===== config.mk =====
export PLATFORM = sky130hd
export DESIGN_NAME = ascon_bdi_packer
export DESIGN_NICKNAME = d
export VERILOG_FILES = /design/src/rtl/ascon_bdi_packer_pkg.sv /design/src/rtl/ascon_word_slot.sv /design/src/rtl/ascon_bdi_packer.sv
export SDC_FILE = /design/constraint.sdc
export NUM_CORES = 1
export LEC_CHECK = 0
export BUFFER_PORTS_ARGS = -buffer_cell sky130_fd_sc_hd__buf_2
export CAP_MARGIN = 25
export CORE_MARGIN = 10
export CORE_UTILIZATION = 30
export DETAILED_ROUTE_END_ITERATION = 12
export HOLD_SLACK_MARGIN = 0.06
export PLACE_DENSITY = 0.52
export SYNTH_ARGS = -nofsm -noshare
export SYNTH_HDL_FRONTEND = slang
export SYNTH_SLANG_ARGS = --single-unit
export TNS_END_PERCENT = 50

===== constraint.sdc =====
create_clock -name clk -period 3.85 [get_ports clk]
set_input_delay 0.1925 -clock clk [delete_from_list [all_inputs] [get_ports clk]]
set_output_delay 0.1925 -clock clk [all_outputs]
set_load 0.005 [all_outputs]

===== src/rtl/ascon_bdi_packer_pkg.sv =====
// Shared definitions for the ASCON bdi input formatter.
//   CCW         : core word width in bits (32 or 64)
//   CCB         : bytes per core word
//   data_type_e : type tag carried alongside every byte / word
package ascon_bdi_packer_pkg;

  localparam int unsigned CCW = 32;
  localparam int unsigned CCB = CCW / 8;

  typedef enum logic [3:0] {
    D_NULL  = 4'd0,
    D_NONCE = 4'd1,
    D_AD    = 4'd2,
    D_MSG   = 4'd3,
    D_TAG   = 4'd4,
    D_HASH  = 4'd5
  } data_type_e;

endpackage


===== src/rtl/ascon_word_slot.sv =====
// Single-entry output register with valid/ready handshake.
//   clk, rst          : clock, synchronous active-high reset
//   i_load            : capture i_data/i_mask/i_type/i_eot/i_eoi (only when o_free)
//   i_ready           : downstream ready
//   o_free            : slot can take a word this cycle (empty or draining now)
//   o_data .. o_eoi   : held word; o_mask==0 means empty
module ascon_word_slot
  import ascon_bdi_packer_pkg::*;
#(
  parameter  int unsigned CCW = 32,
  localparam int unsigned NB  = CCW / 8
) (
  input  logic           clk,
  input  logic           rst,
  input  logic           i_load,
  input  logic [CCW-1:0] i_data,
  input  logic [NB-1:0]  i_mask,
  input  logic [3:0]     i_type,
  input  logic           i_eot,
  input  logic           i_eoi,
  input  logic           i_ready,
  output logic           o_free,
  output logic [CCW-1:0] o_data,
  output logic [NB-1:0]  o_mask,
  output logic [3:0]     o_type,
  output logic           o_eot,
  output logic           o_eoi
);

  logic [CCW-1:0] r_data;
  logic [NB-1:0]  r_mask;
  logic [3:0]     r_type;
  logic           r_eot;
  logic           r_eoi;

  assign o_free = (r_mask == '0) || i_ready;

  always_ff @(posedge clk) begin
    if (rst) begin
      r_data <= '0;
      r_mask <= '0;
      r_type <= D_NULL;
      r_eot  <= 1'b0;
      r_eoi  <= 1'b0;
    end else if (i_load) begin
      r_data <= i_data;
      r_mask <= i_mask;
      r_type <= i_type;
      r_eot  <= i_eot;
      r_eoi  <= i_eoi;
    end else if ((r_mask != '0) && i_ready) begin
      // drained with nothing to replace it: return to the idle values
      r_data <= '0;
      r_mask <= '0;
      r_type <= D_NULL;
      r_eot  <= 1'b0;
      r_eoi  <= 1'b0;
    end
  end

  assign o_data = r_data;
  assign o_mask = r_mask;
  assign o_type = r_type;
  assign o_eot  = r_eot;
  assign o_eoi  = r_eoi;

endmodule


===== src/rtl/ascon_bdi_packer.sv =====
// Byte-to-word formatter feeding ascon_core's bdi port.
//   clk, rst                         : clock, synchronous active-high reset
//   in_data/in_valid/in_ready        : byte stream with handshake
//   in_type/in_last/in_eoi           : byte type, end of segment, end of input
//   bdi/bdi_valid/bdi_ready          : packed word, byte-valid mask, core ready
//   bdi_type/bdi_eot/bdi_eoi         : word type, end of segment, end of input
// Partial words are only produced at the end of a segment. CCW must be 32 or 64.
module ascon_bdi_packer
  import ascon_bdi_packer_pkg::*;
#(
  parameter int unsigned CCW = ascon_bdi_packer_pkg::CCW
) (
  input  logic               clk,
  input  logic               rst,
  input  logic [7:0]         in_data,
  input  logic               in_valid,
  output logic               in_ready,
  input  logic [3:0]         in_type,
  input  logic               in_last,
  input  logic               in_eoi,
  output logic [CCW-1:0]     bdi,
  output logic [CCW/8-1:0]   bdi_valid,
  input  logic               bdi_ready,
  output logic [3:0]         bdi_type,
  output logic               bdi_eot,
  output logic               bdi_eoi
);

  localparam int unsigned NB = CCW / 8;
  localparam int unsigned CW = $clog2(NB);

  logic [CCW-1:0] r_data;
  logic [NB-1:0]  r_mask;
  logic [3:0]     r_type;
  logic           r_eot;
  logic           r_eoi;
  logic [CW-1:0]  r_cnt;
  logic           r_full;

  logic           w_accept;
  logic           w_complete;
  logic           w_free;
  logic           w_load;
  logic [CCW-1:0] w_nd;
  logic [NB-1:0]  w_nm;
  logic [CCW-1:0] w_ld_data;
  logic [NB-1:0]  w_ld_mask;
  logic [3:0]     w_ld_type;
  logic           w_ld_eot;
  logic           w_ld_eoi;

  assign in_ready   = !rst && !r_full;
  assign w_accept   = in_valid && in_ready;
  assign w_complete = w_accept && ((r_cnt == CW'(NB - 1)) || in_last);

  // pack register contents with the incoming byte merged in
  always_comb begin
    w_nd = r_data;
    w_nd[8*r_cnt +: 8] = in_data;
    w_nm = r_mask | (NB'(1) << r_cnt);
  end

  // a held full pack always goes first; otherwise a word completing now
  // bypasses the pack register straight into a free slot
  assign w_load    = (r_full || w_complete) && w_free;
  assign w_ld_data = r_full ? r_data : w_nd;
  assign w_ld_mask = r_full ? r_mask : w_nm;
  assign w_ld_type = r_full ? r_type : in_type;
  assign w_ld_eot  = r_full ? r_eot  : in_last;
  assign w_ld_eoi  = r_full ? r_eoi  : in_eoi;

  always_ff @(posedge clk) begin
    if (rst) begin
      r_data <= '0;
      r_mask <= '0;
      r_type <= D_NULL;
      r_eot  <= 1'b0;
      r_eoi  <= 1'b0;
      r_cnt  <= '0;
      r_full <= 1'b0;
    end else if (r_full) begin
      if (w_free) begin
        r_data <= '0;
        r_mask <= '0;
        r_eot  <= 1'b0;
        r_eoi  <= 1'b0;
        r_full <= 1'b0;
      end
    end else if (w_complete) begin
      r_cnt <= '0;
      if (w_free) begin
        r_data <= '0;
        r_mask <= '0;
        r_eot  <= 1'b0;
        r_eoi  <= 1'b0;
      end else begin
        r_data <= w_nd;
        r_mask <= w_nm;
        r_type <= in_type;
        r_eot  <= in_last;
        r_eoi  <= in_eoi;
        r_full <= 1'b1;
      end
    end else if (w_accept) begin
      r_data <= w_nd;
      r_mask <= w_nm;
      r_type <= in_type;
      r_cnt  <= r_cnt + 1'b1;
    end
  end

  ascon_word_slot #(.CCW(CCW)) u_slot (
    .clk     (clk),
    .rst     (rst),
    .i_load  (w_load),
    .i_data  (w_ld_data),
    .i_mask  (w_ld_mask),
    .i_type  (w_ld_type),
    .i_eot   (w_ld_eot),
    .i_eoi   (w_ld_eoi),
    .i_ready (bdi_ready),
    .o_free  (w_free),
    .o_data  (bdi),
    .o_mask  (bdi_valid),
    .o_type  (bdi_type),
    .o_eot   (bdi_eot),
    .o_eoi   (bdi_eoi)
  );

endmodule

==> results.txt <==
- The worst setup path is captured at a flip-flop.
- The tool flagged a number of max-cap violations equal to 0.
* Routed vias/inst: 5.11
- Of the total power, the share spent switching nets is 0.249.
* Yosys warnings: 0
- The most critical setup path has its startpoint at r_cnt[0].
* Effective utilization at floorplan: 0.309
- Origin of the critical flop-to-flop path: r_cnt[0]
- Number of buffers added to fix hold violations after cts: 0
* Buffer and inverter count on the worst path: 1
- Counting cells, the worst reg-to-reg path comes to 6.
* Leakage power total: 1.80 nW
- The cell area that synthesis handed to floorplanning was 3720 sq um.
* Combinational share of power: 0.082
* Sequential-to-total area share from yosys stat: 0.468
* CP Capture Point: u_slot.o_data[11]
- In this run the tightest slew margin relative to its limit is 0.382.
- For this design, the slowest cell found on the critical path is o31ai_4.
* Req. time, crit path: 4.13 ns
* Number of distinct standard cells referenced by the synthesized netlist: 42
* Weighted congestion at the end of routability-driven global placement: 0.766
- Port buffering added 60 buffers.
- For met1 alone, demand over resource in global routing was 0.162.
* RSZ-0062 raised after global routing: false
- Critical path startpoint category: flip-flop
- Critical path depth: 6
- Summed over all nets, the half-perimeter wirelength after detailed placement is 7620 microns.
* Area share of xor/xnor cells in the synthesized design: 0
- The kind of cell with the highest combined delay along the critical path is compound AO/OA/AOI/OAI gates.
- Multiplexer share of the synthesized area: 0.0242
- Timing analysis after detailed placement gives a worst setup slack of 0.929 ns.
- Final setup violation count: 0
- For this run, global-route usage on met2 was measured as 0.185.
* Dominant combinational cell family by area after synthesis: compound AO/OA/AOI/OAI gates
- First-pass GRT wire length: 17,100 microns
- EDFF count, synth: 0
- The number of nets in the synthesized netlist is 407.
- The path class of the tightest hold or removal check is in2reg.
- Area fraction in compound gates after synthesis: 0.306
- TritonCTS built the clock tree.
- GRT Overall Usage: 0.123
- Core footprint: 12,100 sq um
* Diode count: 0
- The total count of hold-check failures in the final report came to 0.
* Area growth from synthesis to layout: 19.0%
- Number of top-level design ports: 61
* Final max-slew violation count: 0
* GR Layer Usage met3: 0.0370
- CTS built an H-tree with a depth of 3.
* Average footprint of a synthesized cell: 9.77 sq um
- In the final layout, the share of cells above drive strength 1 is 0.200.
- Fin Clk Skew: 0.00545 ns
- Fmax: 369 MHz
- The die is 131 microns tall.
- Start-to-end type of the worst setup path: reg2reg
* Placed cell count: 591
- Total Negative Setup Slacks: 0 ns
- Internal power: 0.00140 W
- Data arrives at the worst endpoint at 2.99 ns.
- Summed over all layers, the global routing overflow is 0.
- Horizontal die dimension: 131 microns
- Clock slew at reported path FFs: 0.06 ns
- Synth Flop Type: dfxtp_1
* Net total in the final layout: 461
* Vias: 3,104
- The cell sitting at the root of the clock tree is a clkbuf_16.
- In this run, CTS created clock tree buffers numbering 9.
- After global routing, the most crowded layer is met2.
* Final WS setup: 1.14 ns
* Filler cells: 1,248
- Placement row count: 40
* Count of state elements after synthesis: 87
- In the routed design, unresolved DRC markers number 0.
- Setup repair bufs after CTS: 0
- Post-cts resize count: 0
- The worst register-to-register path has a setup slack of 1.14 ns.
- Sinks on Clock Net: 87
- The initial antenna violation count is 0.
* Max VDD drop: 176 uV
- Number of instances in the synthesized netlist: 381
- Of the total synthesized cell area, the portion taken by full adders, half adders and majority gates is 0.0269.
- The count of cells in the finished layout, fillers not included, comes to 608.
- Maximum cell stage delay along the critical path: 0.71 ns
* Maximum clock insertion buffer count: 2
- Clock latency on the worst-skew pair: 0.34 ns
- Portion of total power attributed to sequential cells: 0.496
* Worst-path cell chain: ha_1 > nor2_1 > o21ai_1 > o31ai_4 > buf_4 > a22o_1
- The share of total power dissipated in the clock network is 0.422.
* Simple-gate area share of the yosys netlist: 0.138
- Pwr/cell area: 420 nW/um^2
* FFs w/ async S/R, synth: 0
* Vias in the first global route: 2,931
- The run finished with clean final reports.
* Transition at the pin with the smallest max-transition slack: 0.919 ns
* Highest fanout seen on the critical path: 18
- Detailed-route wire length per cell: 17.9 microns
* Starting DRT DRC Count: 365
* Critical R2R Capture: u_slot.o_data[11]
- The die covers 17,300 sq um.
- Routed WL: 10,900 microns
- The first TritonRoute pass finished after 4 iterations.
- Final worst-path cycle share: 0.704
- Number of nets with antenna violations after detailed routing: 0
- Pin count of the biggest net entering global routing: 35
* Clock period minus worst slack: 2.71 ns
- In this run the power spent charging and discharging nets is 0.000463 W.
[logic make-up (layout without fill, tap and decap cells)]
kind of cell    count (synthesis)  after routing
flops                          87             87
mux                             9              9
fa+ha+maj                       8              8
compound gates                151            151
buf+inv                        29             88
simple gates                   97             97
[worst min-delay path by stage]
stage | from | end | slack, ns | cells past startpoint
final | in_type[0] | r_type[0] | 0.11 | 3
after global routing | in_type[3] | r_type[3] | 0.12 | 3
after CTS | in_type[2] | r_type[2] | 0.1 | 3
after detailed placement | u_slot.o_data[4] | u_slot.o_data[4] | 0.44 | 1
after global placement | u_slot.o_data[6] | u_slot.o_data[6] | 0.44 | 1
after floorplan | in_data[0] | r_data[0] | 0.32 | 1
[power groups by stage]
stage	logic (W)	clock network (W)	registers [W]
finish	0.000152	0.000785	0.000923
global route	0.000167	0.000836	0.000925
CTS	0.000152	0.000803	0.000923
detailed placement	0.000151	0	0.000943
global placement	0.000151	0	0.000943
floorplan	0.0000957	0	0.000942
[registers in the layout, summed over array words and instances (netlist names)]
name,flops
r_type,4
u_slot.o_eoi,1
r_data,32
u_slot.o_data,32
u_slot.o_type,4
r_eot,1
r_eoi,1
u_slot.o_eot,1
r_full,1
r_mask,4
r_cnt,2
u_slot.o_mask,4
[placed cells by master (no fill, tap or decap), types with 15 or more instances in the layout]
cell and instances:
nor2_1 27, a21oi_1 32, buf_2 60, nand2_1 22
nor2b_1 17, dfxtp_1 87, o21ai_0 20, a22o_1 30
a22oi_1 15, o2bb2ai_1 20
[per-stage QoR]
step	util	cell area (sq um)	total power, W	hold slack, ns
2_1_floorplan	-	3720	0.00104	0.318
3_3_place_gp	0.345	4160	0.00109	0.444
3_5_place_dp	0.345	4160	0.00109	0.444
4_1_cts	0.366	4420	0.00188	0.0993
5_1_grt	0.367	4430	0.00193	0.122
6_report	0.367	4430	0.00186	0.105
[per-layer routing]
| metal | wire length (microns) | part of all wire | vias to the layer above |
|---|---|---|---|
| met2 | 4820 | 0.44 | 82 |
| li1 | - | - | 1545 |
| met4 | 110 | 0.010 | 0 |
| met3 | 613 | 0.056 | 9 |
| met1 | 5340 | 0.49 | 1468 |
| met5 | 0 | 0 | - |
[Yosys cell counts, types with 2 or more instances]
cell type	count	area [sq um]
a21o_1	5	37.5
a21oi_1	32	160
a22o_1	30	263
a22oi_1	15	113
a2bb2oi_1	13	114
a32o_1	8	80.1
buf_1	2	7.51
buf_2	11	55.1
buf_6	2	22.5
clkbuf_1	10	37.5
dfxtp_1	87	1740
ha_1	8	100
inv_1	4	15.0
mux2i_1	9	90.1
nand2_1	22	82.6
nand2b_1	3	18.8
nand3_1	13	65.1
nand4_1	2	12.5
nor2_1	27	101
nor2b_1	17	106
nor4bb_1	2	20.0
o21ai_0	20	100
o2bb2ai_1	20	175
[worst register-to-register path, cell delays in order (launching register included)]
cell and delay, ns:
dfxtp_1 0.44, ha_1 0.32, nor2_1 0.33, o21ai_1 0.31
o31ai_4 0.71, buf_4 0.36, a22o_1 0.18
[area by class of cell]
cell class                      count  area (sq um)  share of cell area
Multi-Input combinational cell    265          1840               0.416
Tap cell                          168           210              0.0475
Clock buffer                       12           236              0.0534
Timing Repair Buffer               68           360              0.0814
Clock inverter                      4          22.5             0.00509
Inverter                            4          15.0             0.00339
Sequential cell                    87          1740               0.393
Power figures use the tool's default switching activity.
